File: config.mk
export PLATFORM = sky130hd
export DESIGN_NAME = mac_window_scheduler
export DESIGN_NICKNAME = d
export VERILOG_FILES = /design/src/rtl/mac_window_scheduler.sv
export SDC_FILE = /design/constraint.sdc
export NUM_CORES = 1
export LEC_CHECK = 0
export ABC_AREA = 1
export BUFFER_PORTS_ARGS = -buffer_cell sky130_fd_sc_hd__buf_2
export CAP_MARGIN = 30
export CORE_MARGIN = 2
export CORE_UTILIZATION = 40
export DETAILED_ROUTE_END_ITERATION = 7
export SLEW_MARGIN = 10
export SYNTH_ARGS = -nofsm -noshare
export SYNTH_HDL_FRONTEND = slang
export SYNTH_SLANG_ARGS = --single-unit
File: constraint.sdc
create_clock -name i_clk -period 2.74 [get_ports i_clk]
set_clock_uncertainty 0.05 [all_clocks]
set_input_delay 0.137 -clock i_clk [delete_from_list [all_inputs] [get_ports i_clk]]
set_output_delay 0.137 -clock i_clk [all_outputs]
set_load 0.05 [all_outputs]
File: src/rtl/mac_window_scheduler.sv
// mac_window_scheduler
// Sequences a shared pixel multiplier across one KERNEL_SIZE x KERNEL_SIZE
// convolution window. It pairs each weight tap with one streamed feature pixel,
// issues each pair to the multiplier, accumulates the returned products, and
// emits one window sum.
// Ports:
//   i_clk, i_rst_n                 clock, async active-low reset
//   i_wgt_load/i_wgt_data          weight bank write (IDLE only)
//   o_wgt_loaded                   all TAPS weights present
//   i_start                        process one window
//   i_feat_valid/i_feat_data       feature stream, o_feat_ready handshake
//   o_mul_weight/o_mul_feature     multiplier operands
//   o_mul_enable_colw/_colip       multiplier enables
//   i_mul_product/i_mul_ready      multiplier result
//   o_sum/o_sum_valid              window sum, single-cycle pulse
//   o_busy                         high in ISSUE, DRAIN and DONE
module mac_window_scheduler #(
  parameter int unsigned BIT_WIDTH   = 8,
  parameter int unsigned KERNEL_SIZE = 3,
  parameter int unsigned ACC_WIDTH   = 20
) (
  input  logic                   i_clk,
  input  logic                   i_rst_n,
  input  logic                   i_wgt_load,
  input  logic [BIT_WIDTH-1:0]   i_wgt_data,
  output logic                   o_wgt_loaded,
  input  logic                   i_start,
  input  logic                   i_feat_valid,
  input  logic [BIT_WIDTH-1:0]   i_feat_data,
  output logic                   o_feat_ready,
  output logic [BIT_WIDTH-1:0]   o_mul_weight,
  output logic [BIT_WIDTH-1:0]   o_mul_feature,
  output logic                   o_mul_enable_colw,
  output logic                   o_mul_enable_colip,
  input  logic [2*BIT_WIDTH-1:0] i_mul_product,
  input  logic                   i_mul_ready,
  output logic [ACC_WIDTH-1:0]   o_sum,
  output logic                   o_sum_valid,
  output logic                   o_busy
);

  localparam int unsigned TAPS  = KERNEL_SIZE * KERNEL_SIZE;
  localparam int unsigned PTR_W = (TAPS > 1) ? $clog2(TAPS) : 1;
  localparam int unsigned CNT_W = $clog2(TAPS + 1);

  typedef enum logic [1:0] {IDLE, ISSUE, DRAIN, DONE} state_e;

  state_e               state_q, state_d;
  logic [PTR_W-1:0]     wptr_q, wptr_d;
  logic [PTR_W-1:0]     tap_q, tap_d;
  logic [CNT_W-1:0]     pcnt_q, pcnt_d;
  logic [ACC_WIDTH-1:0] acc_q, acc_d;
  logic [ACC_WIDTH-1:0] sum_q, sum_d;
  logic                 sum_valid_q, sum_valid_d;
  logic                 loaded_q, loaded_d;
  logic [BIT_WIDTH-1:0] mw_q, mw_d;
  logic [BIT_WIDTH-1:0] mf_q, mf_d;
  logic                 en_q, en_d;
  logic [BIT_WIDTH-1:0] bank_q [TAPS];
  logic                 wr_en;
  logic                 hs;
  logic                 prod_take;

  // Next-state: weight loading in IDLE, issue/collect in ISSUE/DRAIN.
  always_comb begin
    state_d     = state_q;
    wptr_d      = wptr_q;
    tap_d       = tap_q;
    pcnt_d      = pcnt_q;
    acc_d       = acc_q;
    sum_d       = sum_q;
    sum_valid_d = 1'b0;
    loaded_d    = loaded_q;
    mw_d        = mw_q;
    mf_d        = mf_q;
    en_d        = 1'b0;
    wr_en       = 1'b0;
    hs          = 1'b0;
    prod_take   = 1'b0;
    case (state_q)
      IDLE: begin
        if (i_wgt_load) begin
          wr_en  = 1'b1;
          wptr_d = (wptr_q == PTR_W'(TAPS - 1)) ? '0 : wptr_q + PTR_W'(1);
          if (wptr_q == PTR_W'(TAPS - 1)) loaded_d = 1'b1;
        end
        if (i_start && loaded_q) begin
          state_d = ISSUE;
          acc_d   = '0;
          tap_d   = '0;
          pcnt_d  = '0;
        end
      end
      ISSUE, DRAIN: begin
        hs = (state_q == ISSUE) && i_feat_valid;
        if (hs) begin
          mw_d  = bank_q[tap_q];
          mf_d  = i_feat_data;
          en_d  = 1'b1;
          tap_d = (tap_q == PTR_W'(TAPS - 1)) ? '0 : tap_q + PTR_W'(1);
        end
        // Products beyond TAPS are stray and dropped.
        prod_take = i_mul_ready && (pcnt_q < CNT_W'(TAPS));
        if (prod_take) begin
          acc_d  = acc_q + ACC_WIDTH'(i_mul_product);
          pcnt_d = pcnt_q + CNT_W'(1);
        end
        // Completion by product count wins over the ISSUE->DRAIN step.
        if (pcnt_d == CNT_W'(TAPS)) begin
          state_d     = DONE;
          sum_d       = acc_d;
          sum_valid_d = 1'b1;
        end else if (hs && (tap_q == PTR_W'(TAPS - 1))) begin
          state_d = DRAIN;
        end
      end
      DONE:    state_d = IDLE;
      default: state_d = IDLE;
    endcase
  end

  // State and output registers.
  always_ff @(posedge i_clk or negedge i_rst_n) begin
    if (!i_rst_n) begin
      state_q     <= IDLE;
      wptr_q      <= '0;
      tap_q       <= '0;
      pcnt_q      <= '0;
      acc_q       <= '0;
      sum_q       <= '0;
      sum_valid_q <= 1'b0;
      loaded_q    <= 1'b0;
      mw_q        <= '0;
      mf_q        <= '0;
      en_q        <= 1'b0;
      for (int i = 0; i < int'(TAPS); i++) bank_q[i] <= '0;
    end else begin
      state_q     <= state_d;
      wptr_q      <= wptr_d;
      tap_q       <= tap_d;
      pcnt_q      <= pcnt_d;
      acc_q       <= acc_d;
      sum_q       <= sum_d;
      sum_valid_q <= sum_valid_d;
      loaded_q    <= loaded_d;
      mw_q        <= mw_d;
      mf_q        <= mf_d;
      en_q        <= en_d;
      if (wr_en) bank_q[wptr_q] <= i_wgt_data;
    end
  end

  assign o_wgt_loaded       = loaded_q;
  assign o_feat_ready       = (state_q == ISSUE);
  assign o_mul_weight       = mw_q;
  assign o_mul_feature      = mf_q;
  assign o_mul_enable_colw  = en_q;
  assign o_mul_enable_colip = en_q;
  assign o_sum              = sum_q;
  assign o_sum_valid        = sum_valid_q;
  assign o_busy             = (state_q != IDLE);

endmodule

======== Yosys cells after proc, flatten, opt, wreduce, memory -nomap -nowiden ========
Index checks and enable logic that the tools add are counted.
word-level totals
  input bits .............................. 38
  output and inout bits ................... 42
  bits in registers ....................... 145
  word-level logic and storage cells ...... 82
operators by class
  add/sub/neg operators ................... 4
  multiplexer cells ....................... 27
  reductions and logical operators ........ 16
  order comparisons ....................... 4
  bitwise gates (word level) .............. 2
  eq/ne operators ......................... 9
operators with widths
  kind                                                                          number
  72-bit bitwise mux                                                            1
  20-bit 2-to-1 mux                                                             2
  20-bit case mux with 2 select lines                                           1
  8-bit binary-select mux with 4-bit select                                     1
  8-bit demux with 4-bit select                                                 1
  4-bit 2-to-1 mux                                                              6
  8-bit 2-to-1 mux                                                              3
  20-bit by 16-bit adder with 20-bit output                                     1
  4-bit case mux with 2 select lines                                            2
  4-bit by 1-bit adder with 4-bit output, second input constant                 3
  4-bit == test, second input constant                                          3
  5-bit >= comparator, second input constant                                    2
  4-bit NOT with 5-bit output                                                   2
  2-bit AND reduction                                                           5
  1-bit 2-to-1 mux                                                              6
  2-bit 2-to-1 mux                                                              3
  2-bit case mux with 3 select lines                                            1
  3-bit AND reduction                                                           2
  1-bit logical AND                                                             5
  5-bit by 1-bit less-than comparator with 1-bit output, second input constant  1
  2-bit == test, second input constant                                          2
  4-bit less-than comparator, second input constant                             1
  2-bit != test, second input constant                                          2
  2-bit nonzero test                                                            2
  4 further kinds                                                               4

======== Longest topological paths before layout ========
  depth after elaboration ................. 7
  depth in mapped cells ................... 14
  depth with buffers taken out ............ 14

======== Worst setup path after synthesis ========
No wires, ideal clock.
  kind .................................... flip-flop to flip-flop
  start point ............................. reg state_q[0]
  end point ............................... reg acc_q[10]
  library setup time ...................... 0.130 ns
  stages on the path, launching flop included .. 11
  data required time ...................... 2.560 ns
  data arrival time ....................... 1.828 ns
  period minus slack after synthesis ...... 2.008 ns
  path buffers ............................ 2
  slack ................................... 0.732 ns
  path through ............................ dfrtp_1 inv_1 ha_1 inv_1 a21oi_1 a21oi_1 buf_2 inv_1 buf_2 nand2_1 o21ai_0
between the ends
  cells in the longest elaborated chain, start to end .. 4
  elaborated cells on any way between the ends .. 8
  classes of those cells .................. 3 x eq/ne; 1 x mux; 4 x reduce/logical
RTL lines
  what                                                                       line  source
  start, declared                                                            48    state_e state_q, state_d;
  start signal, assigned                                                     138   state_q <= state_d;
  2-bit by 1-bit == test with 1-bit output or 2-bit == test (tied branches)  80    case (state_q)
  2-bit OR reduction                                                         80
  2-bit nonzero test (no source line)                                        -
  2-bit AND reduction (no source line)                                       -
  end signal, assigned                                                       129   acc_q <= '0;
  end signal, assigned                                                       142   acc_q <= acc_d;
  end, declared                                                              52    logic [ACC_WIDTH-1:0] acc_q, acc_d;
Several ways; a longest one is shown, not always the timed one.
A chain may end at the register's enable or synchronous reset.

======== Worst setup path after layout ========
  start point ............................. reg acc_q[0]
  end point ............................... reg acc_q[8]
between the ends
  cells in the longest elaborated chain, start to end .. 3
RTL lines
  what                                       line  source
  20-bit by 16-bit adder with 20-bit output  105   acc_d = acc_q + ACC_WIDTH'(i_mul_product);
  20-bit 2-to-1 mux                          104   if (prod_take) begin
  20-bit case mux with 2 select lines        80
No other way between the ends.

==> impl_summary.log <==
INFO  metric detail_route.wirelength = 19.4 mm
INFO  metric cell_count_of_the_worst_reg_to_reg_path = 9
INFO  metric initial_antenna_violation_count = 0
INFO  metric dp.cells = 1,280
INFO  metric reg2reg_setup_slack = 530 ps
INFO  metric vertical_die_dimension = 142 um
INFO  metric wl_per_cell = 14.7 um
INFO  metric post-route-drc-count = 0
INFO  metric crit_path_cell_trace = ha_1 -> fa_1 -> nand3_1 -> nand3_1 -> a21oi_1 -> xor2_1 -> o21ai_0 -> nand2_1 -> nand2_1
INFO  metric hold_path_class = in2reg
INFO  metric route.vias.total = 6,643
INFO  metric drv_slew = 0
INFO  metric top_cells_by_area_synth = sky130_fd_sc_hd__dfrtp_1 (48%), sky130_fd_sc_hd__nand2_1 (17%), sky130_fd_sc_hd__o21ai_0 (8.8%)
INFO  metric post_synth_num_cell_types = 36
INFO  metric hold_violations = 0
INFO  metric holdCritStartpoint = i_wgt_data[4]
INFO  metric r2r_start = acc_q[0]
INFO  metric maxClockFrequency = 453 MHz
INFO  metric fillCellCount = 1,881
INFO  metric timing.max_cap.violations = 0
INFO  metric clock_tree.buffer_depth = 2
INFO  metric ys_ff_latch = 145
INFO  metric growth_of_design_area_from_synthesis_to_finish = 17.6%
INFO  metric h-tree-depth = 4
INFO  metric nNetsFinal = 1,140
INFO  metric status = complete, no violations
INFO  metric setup.worst_path.start_class = flip-flop
INFO  metric timing.critical_path.arrival = 2510 ps
INFO  metric row_count = 50
INFO  metric final_cell_count_no_fill = 1,320
INFO  metric firstDrtPassIters = 5
INFO  metric postSynth.asyncResetShare = 100%
INFO  metric globalRoute.totalOverflow = 0
INFO  metric grt_start_max_net_pins = 67
INFO  metric track_usage = 20.4%
INFO  metric rsz_0062_raised_after_global_routing = false
INFO  metric fp.dieArea = 20,100 um^2
INFO  metric crit_path_top_delay_cell = sky130_fd_sc_hd__fa_1
INFO  metric finalSetupViolCount = 0
INFO  metric synth-warning-count = 0
INFO  metric yosysTopAreaCellShare = 47.8%
INFO  metric cp_endpoint_kind = flip-flop
INFO  metric finalPower = 11.2 mW
INFO  metric cts.repair_timing.setup_buffer_count = 0
INFO  metric cts_tree = yes
INFO  metric antennaDiodeCount = 0
INFO  metric total_leakage_power = 4.64 nW
INFO  metric worst-setup-path-type = reg2reg
INFO  metric part_of_the_yosys_area_used_for_sequential_elements = 47.8%
INFO  metric vias_in_the_first_global_route = 6,467
INFO  metric hold_end = bank_q[60]
INFO  metric synth.net_count = 1,056
INFO  metric main_flop_type_after_synthesis = sky130_fd_sc_hd__dfrtp_1
INFO  metric cts.reportedPaths.clkPinSlew = 60 ps
INFO  metric fin_crit = 2210 ps
INFO  metric io_pins = 80
INFO  metric final_cell_area = 8930 um^2
INFO  metric tightest_slew = 695 ps
INFO  metric yosys.area.top_type = sky130_fd_sc_hd__dfrtp_1
INFO  metric final-seq-area = 3630 um^2
INFO  metric avg_vias_per_cell = 5.03
INFO  metric drt-initial-drc-count = 446
INFO  metric area_of_combinational_cells_with_multiple_inputs = 3490 um^2
INFO  metric antenna_violating_nets_post_route = 0
INFO  metric die-width = 142 um
INFO  metric clockRootBuffer = sky130_fd_sc_hd__clkbuf_16
INFO  metric coreArea = 18,600 um^2
INFO  metric clk_latency = 420 ps
INFO  metric synth.cell_area = 7600 um^2
INFO  metric hold-path-cell-count = 3
INFO  metric cts-buffers-inserted = 17
INFO  metric final.period_utilization = 80.6%
INFO  metric syn_area_per_cell = 7.68 um^2
INFO  metric slowest_delay = 460 ps
INFO  metric synth_cells = 990
INFO  metric first_pass_grt_wire_length = 32.4 mm
INFO  metric slew_headroom = 53.6%
INFO  metric fin_tns_setup = 0 ps
INFO  metric place_hpwl = 13.5 mm
INFO  metric critical_path.reg2reg.endpoint = acc_q[8]
INFO  metric post_dp_area = 8240 um^2
INFO  metric worst-path-max-fanout = 4
INFO  metric port-buffer-count = 79
INFO  metric power_density = 1250 nW/um^2
INFO  metric timing.critical_path.required = 3040 ps
INFO  metric final_layout_size_suffix_gt1_share = 13.1%
INFO  metric edff_count_synth = 0
INFO  metric initial_cell_density_of_the_core = 40.8%
INFO  metric routabilityCongestion = 0.915
INFO  metric cts.sinks = 145
INFO  metric worst_ir_drop_vdd = 0.439 mV
## sequential cells by signal, summed over array words and instances, names as in the netlist
signal,flops
wptr_q,4
o_mul_weight,8
o_wgt_loaded,1
o_sum_valid,1
tap_q,4
o_mul_enable_colip,1
o_sum,20
state_q,2
acc_q,20
o_mul_feature,8
bank_q,72
pcnt_q,4
## how the worst max path moves through the flow
stage | startpoint | end | slack [ps] | cells after the start
floorplan | state_q[0] | acc_q[10] | 730 | 10
global route | acc_q[0] | o_sum[16] | 330 | 11
CTS | acc_q[0] | o_sum[16] | 530 | 11
finish | acc_q[0] | acc_q[8] | 530 | 9
detailed placement | acc_q[0] | o_sum[16] | 560 | 10
global placement | acc_q[0] | o_sum[16] | 590 | 10
## routing by layer
metal	vias to the layer above	GRT usage, %	part of all wire [%]
met5	-	0	0
met4	0	5.84	1.5
met3	20	4.08	4.3
met2	139	34.3	48
met1	3105	26.8	46
li1	3379	-	-
## cell usage in the layout (no fill, tap or decap), drive strengths merged, types with 2 or more instances in the layout
cell type and n:
a21oi 21, a22o 2, and2 5, buf 93, bufinv 3, clkbuf 18, clkinv 7, dfrtp 145
dlygate4sd3 9, ha 27, inv 84, nand2 345, nand3 57, nand4 6, nor2 75, nor4 2
o211ai 12, o21a 4, o21ai 141, o221ai 4, o22ai 9, or2 7, xor2 4
## metrics by stage
stage	util (%)	hold WS, ps	setup slack (ps)
6_report	47.9	56.0	530
5_1_grt	47.9	72.1	335
4_1_cts	47.9	52.2	530
3_5_place_dp	44.2	85.8	558
3_3_place_gp	44.2	88.1	588
2_1_floorplan	-	-209	732
## final cells by class
| cell class | count | share of cell area [%] |
|---|---|---|
| clock buffers | 18 | 4.80 |
| clock inverters | 13 | 1.99 |
| inverters | 82 | 3.45 |
| multi-input cells | 726 | 39.0 |
| flip-flops and latches | 145 | 40.6 |
| well taps | 234 | 3.28 |
| repair buffers | 102 | 6.82 |
## worst max-delay path: cells and delay by family (launching register included)
family / cells / cell delay (ps)
xor gates and xnor gates: 1 / 100
DFF: 1 / 400
AOI/OAI and AO/OA: 2 / 510
and+or+nand+nor: 4 / 390
adders and majority gates: 2 / 690
## cell families after synthesis
| family | after synthesis | synth area share (%) |
|---|---|---|
| compound gates | 195 | 14.1 |
| xor+xnor | 5 | 0.576 |
| fa+ha+maj | 28 | 4.71 |
| buf+inv | 119 | 6.34 |
| flops | 145 | 47.8 |
| simple gates | 498 | 26.6 |
## what timing repair did
action / in CTS / in global routing
hold buffers: 9 / 0
endpoints found under the hold margin: 60 / 0
gates resized for setup: 0 / 0
## cell usage after synthesis (all sizes together) (2+ instances only)
| cell | instances |
|---|---|
| a21oi | 21 |
| a22o | 2 |
| and2 | 5 |
| buf | 9 |
| clkbuf | 28 |
| clkinv | 3 |
| dfrtp | 145 |
| ha | 27 |
| inv | 79 |
| nand2 | 345 |
| nand3 | 57 |
| nand4 | 6 |
| nor2 | 75 |
| nor4 | 2 |
| o211ai | 12 |
| o21a | 4 |
| o21ai | 141 |
| o221ai | 4 |
| o22ai | 9 |
| or2 | 7 |
| xor2 | 4 |
## report_power, final
part | leakage (nW) | internal (mW) | switching (mW)
clock network | 0.295 | 1.45 | 0.947
registers | 1.86 | 3.05 | 0.587
logic | 2.48 | 1.56 | 3.56
(Power assumes the default switching activity.)
